==> src/rtl/atari_dl_pkg.sv <==
// Shared types and constants for the cartridge/BIOS download path.
// Imported by the FIFO and the download controller.
package atari_dl_pkg;

  typedef enum logic [2:0] {
    S_INIT,
    S_IDLE,
    S_RUN,
    S_DRAIN,
    S_DONE
  } dl_state_e;

  localparam logic [7:0]  IDX_NOFILE    = 8'd99;
  localparam logic [25:0] BIOS_BASE_DEF = 26'h2704000;
  localparam int          ENTRY_W       = 34;

endpackage

==> src/rtl/dl_fifo.sv <==
// Synchronous FIFO of {addr, byte} download entries.
// Pushes into a full FIFO are dropped; pops of an empty one are ignored.
module dl_fifo
  import atari_dl_pkg::*;
#(
  parameter int DEPTH = 4,
  parameter int W     = ENTRY_W,
  localparam int AW   = $clog2(DEPTH)
) (
  input  logic         clk_i,
  input  logic         rst_i,
  input  logic         push_i,
  input  logic [W-1:0] wdata_i,
  input  logic         pop_i,
  output logic [W-1:0] rdata_o,
  output logic [AW:0]  count_o,
  output logic         full_o,
  output logic         empty_o
);

  logic [W-1:0]  mem_q [DEPTH];
  logic [AW-1:0] wp_q, rp_q;
  logic [AW:0]   cnt_q;
  logic          push_ok, pop_ok;

  assign full_o  = (cnt_q == (AW+1)'(DEPTH));
  assign empty_o = (cnt_q == '0);
  assign push_ok = push_i && !full_o;
  assign pop_ok  = pop_i && !empty_o;
  assign rdata_o = mem_q[rp_q];
  assign count_o = cnt_q;

  always_ff @(posedge clk_i) begin
    if (rst_i) begin
      wp_q  <= '0;
      rp_q  <= '0;
      cnt_q <= '0;
    end else begin
      if (push_ok) wp_q <= wp_q + 1'b1;
      if (pop_ok)  rp_q <= rp_q + 1'b1;
      cnt_q <= cnt_q + (AW+1)'(push_ok) - (AW+1)'(pop_ok);
    end
  end

  // Storage needs no reset; validity is tracked by the pointers.
  always_ff @(posedge clk_i) begin
    if (push_ok) mem_q[wp_q] <= wdata_i;
  end

endmodule

==> src/rtl/cart_dl_ctrl.sv <==
// HPS download controller: buffers ioctl bytes into a FIFO and issues
// single-byte DMA requests; index 0 also feeds the on-chip BIOS RAM.
module cart_dl_ctrl
  import atari_dl_pkg::*;
#(
  parameter int          DEPTH       = 4,
  parameter int          TIMEOUT     = 4096,
  parameter logic [25:0] BIOS_BASE   = BIOS_BASE_DEF,
  parameter bit          MIRROR_BIOS = 1'b1
) (
  input  logic        clk_sys,
  input  logic        reset,
  input  logic        sdram_ready,
  input  logic        ioctl_download,
  input  logic [7:0]  ioctl_index,
  input  logic [26:0] ioctl_addr,
  input  logic [7:0]  ioctl_dout,
  input  logic        ioctl_wr,
  output logic        ioctl_wait,
  output logic        dma_req,
  output logic [25:0] dma_addr,
  output logic [7:0]  dma_data,
  input  logic        dma_ready,
  output logic        bios_we,
  output logic [10:0] bios_addr,
  output logic [7:0]  bios_data,
  output logic        file_download,
  output logic        dl_done,
  output logic        dl_error
);

  localparam int AW = $clog2(DEPTH);

  dl_state_e state_q, state_d;

  logic [7:0]  idx_q;
  logic        wait_q, wait_d;
  logic        err_q;
  logic        req_q;
  logic [25:0] daddr_q;
  logic [7:0]  ddata_q;
  logic        bwe_q;
  logic [10:0] baddr_q;
  logic [7:0]  bdata_q;
  logic [11:0] to_q;

  logic                 push, pop, load;
  logic                 wr_run, is_bios, start;
  logic                 timeout_hit, overflow;
  logic [ENTRY_W-1:0]   wdata, rdata;
  logic [AW:0]          count, cnt_nxt;
  logic                 full, empty;
  logic                 unused;

  assign unused = ioctl_addr[26];

  assign wr_run  = (state_q == S_RUN) && ioctl_wr;
  assign is_bios = (idx_q == 8'd0);
  assign push    = wr_run && (!is_bios || MIRROR_BIOS);
  assign wdata   = is_bios
                 ? {BIOS_BASE | {15'd0, ioctl_addr[10:0]}, ioctl_dout}
                 : {ioctl_addr[25:0], ioctl_dout};

  assign timeout_hit = req_q && (to_q == 12'(TIMEOUT-1));
  assign pop         = req_q && (dma_ready || timeout_hit);
  assign load        = !req_q && !empty;
  assign overflow    = push && full;

  assign cnt_nxt = count + (AW+1)'(push && !full)
                 - (AW+1)'(pop && !empty);

  dl_fifo #(
    .DEPTH (DEPTH),
    .W     (ENTRY_W)
  ) u_fifo (
    .clk_i   (clk_sys),
    .rst_i   (reset),
    .push_i  (push),
    .wdata_i (wdata),
    .pop_i   (pop),
    .rdata_o (rdata),
    .count_o (count),
    .full_o  (full),
    .empty_o (empty)
  );

  always_comb begin
    state_d = state_q;
    unique case (state_q)
      S_INIT:  if (sdram_ready) state_d = S_IDLE;
      S_IDLE:  if (ioctl_download && ioctl_index != IDX_NOFILE)
                 state_d = S_RUN;
      S_RUN:   if (!ioctl_download) state_d = S_DRAIN;
      S_DRAIN: if (empty && !req_q) state_d = S_DONE;
      S_DONE:  state_d = S_IDLE;
      default: state_d = S_INIT;
    endcase
  end

  assign start = (state_q == S_IDLE) && (state_d == S_RUN);

  // Wait is computed from next state/count so the registered value
  // tracks the current occupancy without a cycle of lag.
  assign wait_d = (state_d == S_INIT)
               || (cnt_nxt >= (AW+1)'(DEPTH-1));

  always_ff @(posedge clk_sys) begin
    if (reset) begin
      state_q <= S_INIT;
      idx_q   <= '0;
      wait_q  <= 1'b1;
      err_q   <= 1'b0;
      req_q   <= 1'b0;
      daddr_q <= '0;
      ddata_q <= '0;
      bwe_q   <= 1'b0;
      baddr_q <= '0;
      bdata_q <= '0;
      to_q    <= '0;
    end else begin
      state_q <= state_d;
      wait_q  <= wait_d;
      if (start) idx_q <= ioctl_index;

      if (start)                        err_q <= 1'b0;
      else if (overflow || timeout_hit) err_q <= 1'b1;

      if (pop) begin
        req_q <= 1'b0;
      end else if (load) begin
        req_q   <= 1'b1;
        daddr_q <= rdata[33:8];
        ddata_q <= rdata[7:0];
      end

      to_q <= (req_q && !pop) ? to_q + 12'd1 : 12'd0;

      bwe_q <= wr_run && is_bios;
      if (wr_run && is_bios) begin
        baddr_q <= ioctl_addr[10:0];
        bdata_q <= ioctl_dout;
      end
    end
  end

  assign ioctl_wait    = wait_q;
  assign dma_req       = req_q;
  assign dma_addr      = daddr_q;
  assign dma_data      = ddata_q;
  assign bios_we       = bwe_q;
  assign bios_addr     = baddr_q;
  assign bios_data     = bdata_q;
  assign dl_error      = err_q;
  assign file_download = (state_q == S_RUN) || (state_q == S_DRAIN);
  assign dl_done       = (state_q == S_DONE);

endmodule

==> config.mk <==
export PLATFORM = sky130hd
export DESIGN_NAME = cart_dl_ctrl
export DESIGN_NICKNAME = d
export VERILOG_FILES = /design/src/rtl/atari_dl_pkg.sv /design/src/rtl/dl_fifo.sv /design/src/rtl/cart_dl_ctrl.sv
export SDC_FILE = /design/constraint.sdc
export NUM_CORES = 1
export LEC_CHECK = 0
export ABC_AREA = 1
export ABC_CLOCK_PERIOD_IN_PS = 4000
export BUFFER_PORTS_ARGS = -buffer_cell sky130_fd_sc_hd__buf_2
export CAP_MARGIN = 20
export CORE_MARGIN = 2
export CORE_UTILIZATION = 50
export CTS_CLUSTER_SIZE = 14
export DETAILED_ROUTE_END_ITERATION = 8
export GPL_TIMING_DRIVEN = 0
export PLACE_DENSITY = 0.7
export SYNTH_ARGS = -nofsm -noshare
export SYNTH_HDL_FRONTEND = slang
export SYNTH_SLANG_ARGS = --single-unit
==> constraint.sdc <==
create_clock -name clk_sys -period 4 [get_ports clk_sys]
set_input_delay 1.2 -clock clk_sys [delete_from_list [all_inputs] [get_ports clk_sys]]
set_output_delay 1.2 -clock clk_sys [all_outputs]
set_load 0.005 [all_outputs]
Yosys cells after proc, flatten, opt, wreduce, memory -nomap -nowiden
Memories as Yosys holds them, arrays and structs flattened. A register that Yosys moved wholly into a read port is not among the register bits. Index checks and enable logic that the tools add are counted.

$add $sub $neg: 5. Order comparisons: 1. Eq/ne operators: 8. Muxes and demuxes: 8. Bitwise operators: 2. Reductions and logical operators: 28.

Operators by type and width (number): 34-bit 2-to-1 mux (1); 3-bit case mux with 5 select lines (1); 12-bit by 1-bit adder with 12-bit output (second input constant) (1); 12-bit equality test (second input constant) (1); 1-bit logical AND (12); 3-bit 2-to-1 mux (4); 3-bit by 2-bit equality test with 1-bit output (second input constant) (3); 3-bit logical NOT (3); 8-bit logical NOT (1); 8-bit by 7-bit != test with 1-bit output (second input constant) (1); 3-bit equality test (second input constant) (2); 2-bit OR reduction (3); 2-bit by 1-bit adder with 2-bit output (second input constant) (2); 1-bit logical NOT (4); 1-bit logical OR (4); 3-bit by 1-bit adder with 3-bit output (1); 3-bit by 1-bit equality test with 1-bit output (second input constant) (1); 3-bit by 2-bit greater-or-equal comparator with 1-bit output (second input constant) (1); 3-bit by 1-bit subtractor with 3-bit output (1); 1-bit 2-to-1 mux (2); 1-bit inverter (2); 2-bit AND reduction (1).

Flip-flop bits (word level): 53. Memory bits (writable): 136. Input bits: 49. Output and inout port bits: 59. Word-level logic and storage cells: 65. Memories: 1.

Memory list: u_fifo.mem_q (depth 4, bits a word 34, read ports 1, clocked after Yosys merged registers in 1, write ports 1, line dl_fifo.sv:21) `logic [W-1:0] mem_q [DEPTH];`.

Longest topological paths before layout
Gate-level depths: netlist of run 1.

Word-level depth: 8. Depth in mapped cells: 15.

Cells and area by module
Synthesis of run 1 repeated with hierarchy kept, for this count alone.

Cells, all modules: 858. Area total of the unflattened synthesis: 9037.4 um2.

By module, submodules not included: dl_fifo (times used 1, cells an instance 398, area each 5733.0 um2, sequential area each 4264.1 um2); cart_dl_ctrl (times used 1, cells an instance 460, area each 3304.4 um2, sequential area each 1601.5 um2).

Least setup slack after synthesis of run 1
Ideal clock, no wire load.

Kind: in2reg. Start point: input port ioctl_wr. End point: memory u_fifo.mem_q[0][0] (netlist name) (enable). Arrival: 2974 ps. Setup slack: 601 ps. Stages: 4. Path through: nand3_2 -> nor2_2 -> inv_1 -> nor2_1.

Longest elaborated chain between the ends: 4.

RTL lines: start, declared (line cart_dl_ctrl.sv:18) `input logic ioctl_wr,`; 1-bit logical AND (line cart_dl_ctrl.sv:57) `assign wr_run = (state_q == S_RUN) && ioctl_wr;`; 1-bit logical AND (line dl_fifo.sv:28) `assign push_ok = push_i && !full_o;`; via u_fifo.push_ok (line dl_fifo.sv:24) `logic push_ok, pop_ok;`; 1-bit 2-to-1 mux (line dl_fifo.sv:47) `if (push_ok) mem_q[wp_q] <= wdata_i;`; 1-bit 2-to-1 mux (implied by the code) (line dl_fifo.sv:47); end, declared (line dl_fifo.sv:21).

The timed path passes the listed nets, and every way through them passes these cells.

Worst setup path in the final report of run 1
Start point: register to_q[0]. End point: register wait_q, in the netlist ioctl_wait.

Longest elaborated chain between the ends: 8.

RTL lines: start, declared (line cart_dl_ctrl.sv:45) `logic [11:0] to_q;`; start signal, assigned (line cart_dl_ctrl.sv:136) `to_q <= (req_q && !pop) ? to_q + 12'd1 : 12'd0;`; 12-bit equality test (line cart_dl_ctrl.sv:64) `assign timeout_hit = req_q && (to_q == 12'(TIMEOUT-1));`; 1-bit logical AND (line cart_dl_ctrl.sv:64); 1-bit logical OR (line cart_dl_ctrl.sv:65) `assign pop = req_q && (dma_ready || timeout_hit);`; 1-bit logical AND (line cart_dl_ctrl.sv:65); 1-bit logical AND; via u_fifo.pop_ok (line dl_fifo.sv:24); 3-bit by 1-bit subtractor with 3-bit output (line cart_dl_ctrl.sv:70) `- (AW+1)'(pop && !empty);`; 3-bit by 2-bit greater-or-equal comparator with 1-bit output (line cart_dl_ctrl.sv:105) `|| (cnt_nxt >= (AW+1)'(DEPTH-1));`; 1-bit logical OR (line cart_dl_ctrl.sv:105); end signal, assigned (line cart_dl_ctrl.sv:122) `wait_q <= wait_d;`; end, declared (line cart_dl_ctrl.sv:37) `logic wait_q, wait_d;`.

The timed path passes the listed nets, and every way through them passes these cells. A chain may end at the register's enable or synchronous reset.

==> results_dict.tcl, run 1 <==
set metrics [dict create \
    result_of_the_run "finished clean" \
    worst-path-max-fanout 4 \
    grt_antenna_before_repair 0 \
    synthesis.instances 793 \
    setup_repair_after_global_routing_missed_its_margin "no" \
    design_area_sq_um 10200 \
    grt_start_max_net_pins 30 \
    first_global_vias 5846 \
    number_of_vias_per_cell 5.25 \
    synth-edff-count 136 \
    cp_cell_sequence "ha_1, nand2_1, nor2_2, nand3_2, a21oi_4, nand2_2, inv_1, ha_1, inv_1, ha_1, inv_1, fa_1, xnor2_1, o211a_1, o21ai_0" \
    layout.nets 983 \
    path_class "flop to flop" \
    cts.reportedPaths.clkPinSlew_ns 0.06 \
    layout-drive-gt1-share_pct 21.0 \
    final_core_utilization_pct 61.4 \
    dr_total_vias 6105 \
    maximum_resistive_drop_on_vdd_uv 326 \
    power.density_nw_per_um2 480 \
    slew_headroom_pct 54.5 \
    synth-warning-count 0 \
    skew_ns 0.00995 \
    layout_commonest_cell "sky130_fd_sc_hd__nor2_1" \
    tritoncts_num_sinks 223 \
    slowest_stage_cell_cp "sky130_fd_sc_hd__fa_1" \
    final.period_utilization_pct 68.2 \
    most-common-layout-cells "sky130_fd_sc_hd__nor2_1 (211), sky130_fd_sc_hd__edfxtp_1 (136), sky130_fd_sc_hd__buf_2 (127), sky130_fd_sc_hd__o21ai_0 (120), sky130_fd_sc_hd__dfxtp_1 (87)" \
    cts-htree-levels 1 \
    timing.final.setup_violations 0 \
    wire_length_of_the_first_global_routing_pass_um 30100 \
    drtIter0Drc 489 \
    routed_wirelength_um 19400 \
    critical-path-top-delay-family "adder cells" \
    fin_cells 1162 \
    chipWidth_um 135 \
    timing.final.crit_period_ns 2.73 \
    antenna_cells_inserted 0 \
    critical-path-max-stage-delay_ns 0.38 \
    data_arrival_time_of_the_critical_path_ns 3.11 \
    place_congestion 0.795 \
    ys_seq_elements 223 \
    numPlacedInstances 1122 \
    post-layout-total-power_mw 4.90 \
    timing_hold_violations_final 0 \
    routed_length_per_instance_um 16.7 \
    timing.critical_path.required_ns 4.38 \
    critPathLaunchType "flop" \
    clk_root_buffer_cell "sky130_fd_sc_hd__clkbuf_16" \
    grt_remaining_overflow 0 \
    synth_top_flop_cell "sky130_fd_sc_hd__edfxtp_1" \
    io_pins 108 \
    grt.total_usage_pct 21.5 \
    total_leakage_power_nw 3.95 \
    flow.area_growth_from_synthesis_pct 19.4 \
    synth_area_sq_um 8550 \
    ys_types 38 \
    synth_area_leader_cell "sky130_fd_sc_hd__edfxtp_1" \
    worst-slew-pin-transition_ns 0.683 \
    synth_async_sr_flop_share_pct 0 \
    ctsLongestPathBuffers 3 \
    synth_top_cells_by_area "sky130_fd_sc_hd__edfxtp_1 (48%), sky130_fd_sc_hd__dfxtp_1 (20%), sky130_fd_sc_hd__nor2_1 (9.4%)" \
    synth_top_area_share_pct 47.7 \
    synth_sequential_area_ratio_pct 68.1 \
    placed_area_sq_um 9470 \
    cts.repair.resized 0 \
    postCtsHoldBufs 0 \
    core_area_sq_um 16600 \
    worst_skew_pair.late_latency_ns 0.50 \
    io_buffer_count 105 \
    antenna_left 0 \
    placement_rows 47 \
    number_of_buffers_created_by_cts 22 \
    dr.pass1.iters 5 \
    max_cap_violations 0 \
    drcViolationCount 0 \
    synth.avg_cell_area_sq_um 10.8 \
    final-max-slew-violation-count 0 \
    die_y_um 135 \
    dp_hpwl_um 12800 \
    fin_tns_setup_ns 0 \
    end_kind "flop" \
    min-delay-path-class "flop to flop" \
    critPathBufInv 3 \
    synth_nets 850 \
    fmaxAchievable_mhz 367 \
    cts_tree "yes" \
    dieArea_sq_um 18200 \
    floorplan.initialDensity_pct 51.4 \
    cts.repair_timing.setup_buffer_count 0 \
]
==> state kept, by name (all words and copies together) (netlist names), 3 cells and up <==
name	count
idx_q	8
to_q	12
u_fifo.count_o	3
dma_data	8
state_q	3
dma_addr	26
bios_data	8
bios_addr	11
u_fifo.mem_q	136
==> synth_stat cells, types with 2 or more instances <==
library cell / count
sky130_fd_sc_hd__nor2_1: 215
sky130_fd_sc_hd__edfxtp_1: 136
sky130_fd_sc_hd__o21ai_0: 120
sky130_fd_sc_hd__dfxtp_1: 87
sky130_fd_sc_hd__inv_1: 39
sky130_fd_sc_hd__a31oi_1: 34
sky130_fd_sc_hd__buf_2: 22
sky130_fd_sc_hd__nand2_1: 22
sky130_fd_sc_hd__o21ai_1: 16
sky130_fd_sc_hd__a21oi_1: 14
sky130_fd_sc_hd__clkbuf_1: 14
sky130_fd_sc_hd__ha_1: 7
sky130_fd_sc_hd__inv_2: 7
sky130_fd_sc_hd__nand3_1: 6
sky130_fd_sc_hd__nand4_1: 5
sky130_fd_sc_hd__nor3_1: 5
sky130_fd_sc_hd__or2_2: 5
sky130_fd_sc_hd__xor2_1: 5
sky130_fd_sc_hd__nor2_2: 4
sky130_fd_sc_hd__nor3b_1: 4
sky130_fd_sc_hd__buf_4: 3
sky130_fd_sc_hd__nand2_2: 3
sky130_fd_sc_hd__nand3_2: 3
sky130_fd_sc_hd__buf_6: 2
sky130_fd_sc_hd__xnor2_1: 2
==> stage by stage <==
stage / setup slack (ns) / hold slack (ns)
after global routing: 1.10 / 0.472
after floorplan: 0.601 / 0.418
after detailed placement: 0.892 / 0.445
after CTS: 1.25 / 0.453
final: 1.27 / 0.452
after global placement: -0.696 / 0.428
==> logic make-up after synthesis <==
| family | synth area share (%) |
|---|---|
| flops | 68.1 |
| xor+xnor | 0.717 |
| simple gates | 13.3 |
| compound gates | 12.0 |
| buf+inv | 4.65 |
| fa+ha+maj | 1.26 |
==> where the power goes <==
group          total, mW  switching, mW  internal, mW  leakage, nW
Clock               2.09          0.807          1.28        0.364
Sequential          2.53         0.0237          2.51         1.93
Combinational      0.278          0.182        0.0966         1.66
Total               4.90           1.01          3.89         3.95
==> cell type report <==
class / instances / area [sq um]
Multi-Input combinational cell: 480 / 2360
Sequential cell: 223 / 5830
Clock buffer: 31 / 626
Inverter: 47 / 181
Buffer: 43 / 216
Tap cell: 220 / 275
Fill cell: 1359 / 6430
Clock inverter: 9 / 116
Timing Repair Buffer: 109 / 613
==> worst paths after layout <==
| kind | startpoint | to | slack [ns] | depth (start not counted) |
|---|---|---|---|---|
| max | to_q[0] | ioctl_wait | 1.27 | 15 |
| max reg2reg | to_q[0] | ioctl_wait | 1.27 | 15 |
| min reg2reg | to_q[0] | to_q[0] | 0.45 | 1 |
| min | to_q[0] | to_q[0] | 0.45 | 1 |
==> layer usage <==
metal	share of wire (%)	global-route usage [%]	up-vias
met3	6.7	3.38	26
li1	-	-	2998
met5	0	0	-
met1	42	28.6	2893
met2	49	36.0	188
met4	2.2	7.72	0
Power figures use the tool's default switching activity.
==> run 2, diff against run 1 <==
Settings changed: ABC_AREA 1 to 0, ABC_CLOCK_PERIOD_IN_PS 4000 to 2800, PLACE_DENSITY 0.7 to 0.71.
Clock period 4 ns to 2.8 ns, I/O delays scaled along.
==> results_dict.tcl, run 2 <==
set metrics [dict create \
    worst-path-max-fanout 7 \
    synth_xor_area_share_pct 1.36 \
    synthSimpleGateAreaFrac_pct 10.1 \
    cp_cell_sequence "nand4_4, o41a_1, nor2_1, ha_1, inv_1, ha_1, inv_1, fa_1, xor2_1, xnor2_1, nand3_1" \
    dr_total_vias 5026 \
    min-delay-path-class "flop to flop" \
    grt_remaining_overflow 0 \
    timing.final.crit_period_ns 2.65 \
    number_of_buffers_created_by_cts 23 \
    synth.avg_cell_area_sq_um 14.5 \
    synth_area_leader_cell "sky130_fd_sc_hd__edfxtp_1" \
    final-max-slew-violation-count 0 \
    cts-htree-levels 1 \
    place_congestion 0.780 \
    wire_length_of_the_first_global_routing_pass_um 27200 \
    postCtsHoldBufs 0 \
    grt_antenna_before_repair 1 \
    register_bank_with_the_most_flops "u_fifo.mem_q" \
    design_area_sq_um 10100 \
    numPlacedInstances 905 \
    synth_area_sq_um 8350 \
    post_synth_mux_area_share_pct 12.4 \
    fmaxAchievable_mhz 378 \
    ys_types 36 \
    slowest_stage_cell_cp "sky130_fd_sc_hd__o41a_1" \
    die_y_um 133 \
    max_cap_violations 0 \
    placed_area_sq_um 9270 \
    ctsLongestPathBuffers 3 \
    critPathLaunchType "flop" \
    core_area_sq_um 16500 \
    worst_case_setup_slack_after_placement_ns -0.196 \
    synth_top_area_share_pct 48.9 \
    synth-adder-area-share_pct 1.29 \
    dieArea_sq_um 17700 \
    clk_root_buffer_cell "sky130_fd_sc_hd__clkbuf_16" \
    drcViolationCount 0 \
    power.density_nw_per_um2 695 \
    synth-warning-count 0 \
    routed_wirelength_um 17700 \
    slew_headroom_pct 48.4 \
    timing_hold_violations_final 0 \
    grt.total_usage_pct 19.9 \
    worst-slew-pin-transition_ns 0.771 \
    layout-drive-gt1-share_pct 28.2 \
    final.period_utilization_pct 94.5 \
    drtIter0Drc 311 \
    data_arrival_time_of_the_critical_path_ns 3.01 \
    synth_commonest_cells "sky130_fd_sc_hd__edfxtp_1 (136), sky130_fd_sc_hd__dfxtp_1 (87), sky130_fd_sc_hd__nand2_1 (76), sky130_fd_sc_hd__nor2_1 (52), sky130_fd_sc_hd__a21oi_1 (43)" \
    final_core_utilization_pct 61.2 \
    timing.critical_path.required_ns 3.16 \
    synth-edff-count 136 \
    number_of_vias_per_cell 5.30 \
    layout.filler_cells 1288 \
    fin_cells 948 \
    floorplan.initialDensity_pct 50.7 \
    synth-compound-area-share_pct 3.33 \
    layout.nets 768 \
    fin_tns_setup_ns 0 \
    total_leakage_power_nw 3.77 \
    flow.area_growth_from_synthesis_pct 20.8 \
    cts.reportedPaths.clkPinSlew_ns 0.06 \
    path_class "flop to flop" \
    synth_top_flop_cell "sky130_fd_sc_hd__edfxtp_1" \
    synthMostInstantiatedCell "sky130_fd_sc_hd__edfxtp_1" \
    cts_tree "yes" \
    synth_top_family_by_area "multiplexers" \
    synthesis.instances 575 \
    synth_nets 632 \
    chipWidth_um 133 \
    end_kind "flop" \
    dr.pass1.iters 4 \
    first_global_vias 5218 \
    synth_async_sr_flop_share_pct 0 \
    critical-path-max-stage-delay_ns 0.47 \
    most-common-layout-cells "sky130_fd_sc_hd__edfxtp_1 (136), sky130_fd_sc_hd__buf_2 (113), sky130_fd_sc_hd__dfxtp_1 (82), sky130_fd_sc_hd__nand2_1 (76), sky130_fd_sc_hd__nor2_1 (52)" \
    skew_ns 0.00745 \
    maximum_resistive_drop_on_vdd_uv 451 \
    grt_start_max_net_pins 19 \
    io_buffer_count 106 \
    layout_setup_ws_ns 0.154 \
    dp_hpwl_um 11800 \
    tritoncts_num_sinks 223 \
    largest_register_ffs 136 \
    post-layout-total-power_mw 7.01 \
    placement_rows 47 \
    result_of_the_run "finished clean" \
    synth_sequential_area_ratio_pct 69.8 \
    worst_skew_pair.late_latency_ns 0.50 \
    layout_commonest_cell "sky130_fd_sc_hd__edfxtp_1" \
    area.sequential_sq_um 5830 \
    multi_input_area_sq_um 2400 \
    routed_length_per_instance_um 18.6 \
    ys_seq_elements 223 \
    timing.final.setup_violations 0 \
    timing.hold.ws_ns 0.448 \
    antenna_left 0 \
    synth_top_cells_by_area "sky130_fd_sc_hd__edfxtp_1 (49%), sky130_fd_sc_hd__dfxtp_1 (21%), sky130_fd_sc_hd__mux4_2 (9.2%)" \
    io_pins 108 \
    setup_repair_after_global_routing_missed_its_margin "no" \
]
## run 2: repair_timing
action                                  CTS  global route
endpoints found under the setup margin    2             2
resized for setup                         0             9
pin swaps                                 1             1
buffers inserted                          1             0
hold endpoints to repair                  0             0
## run 2: power breakdown
| part | leakage [nW] | switching (mW) | internal (mW) |
|---|---|---|---|
| registers | 1.93 | 0.0261 | 3.55 |
| clock network | 0.380 | 1.21 | 1.90 |
| logic | 1.45 | 0.201 | 0.119 |
## run 2: path summary, 6_finish.rpt
kind                 from         end  slack, ns  cells after the start
setup / recovery  to_q[6]  ioctl_wait       0.15                     11
hold reg to reg   to_q[0]     to_q[0]       0.45                      1
setup reg to reg  to_q[6]  ioctl_wait       0.15                     11
hold / removal    to_q[0]     to_q[0]       0.45                      1
## run 2: area by class of cell
cell class | count | share of cell area, %
Antenna cell | 1 | 0.0248
Buffer | 27 | 1.09
Clock buffer | 26 | 5.92
Clock inverter | 15 | 1.79
Inverter | 10 | 0.372
Multi-Input combinational cell | 315 | 23.8
Sequential cell | 223 | 57.8
Tap cell | 220 | 2.73
Timing Repair Buffer | 111 | 6.43
## run 2: cell families after synthesis
logic type | count (synthesis)
AO/OA/AOI/OAI | 51
XOR/XNOR | 13
adder cells (fa/ha/maj) | 8
buffers and inverters | 37
flip-flops | 223
multiplexers | 61
AND/OR/NAND/NOR | 182
## run 2: worst max-delay path, delay by kind of cell (launching register included)
kind	cells	cell delay (ns)
fa+ha+maj	3	0.75
buf+inv	2	0.11
xor+xnor	2	0.41
simple gates	3	0.40
compound gates	1	0.47
flops	1	0.38
## run 2: routing by layer
layer	routed length, um	vias up	GRT usage, %
met1	7240	2485	24.8
li1	-	2366	-
met3	1010	28	3.84
met4	353	0	7.27
met5	0	-	0
met2	9070	147	35.0
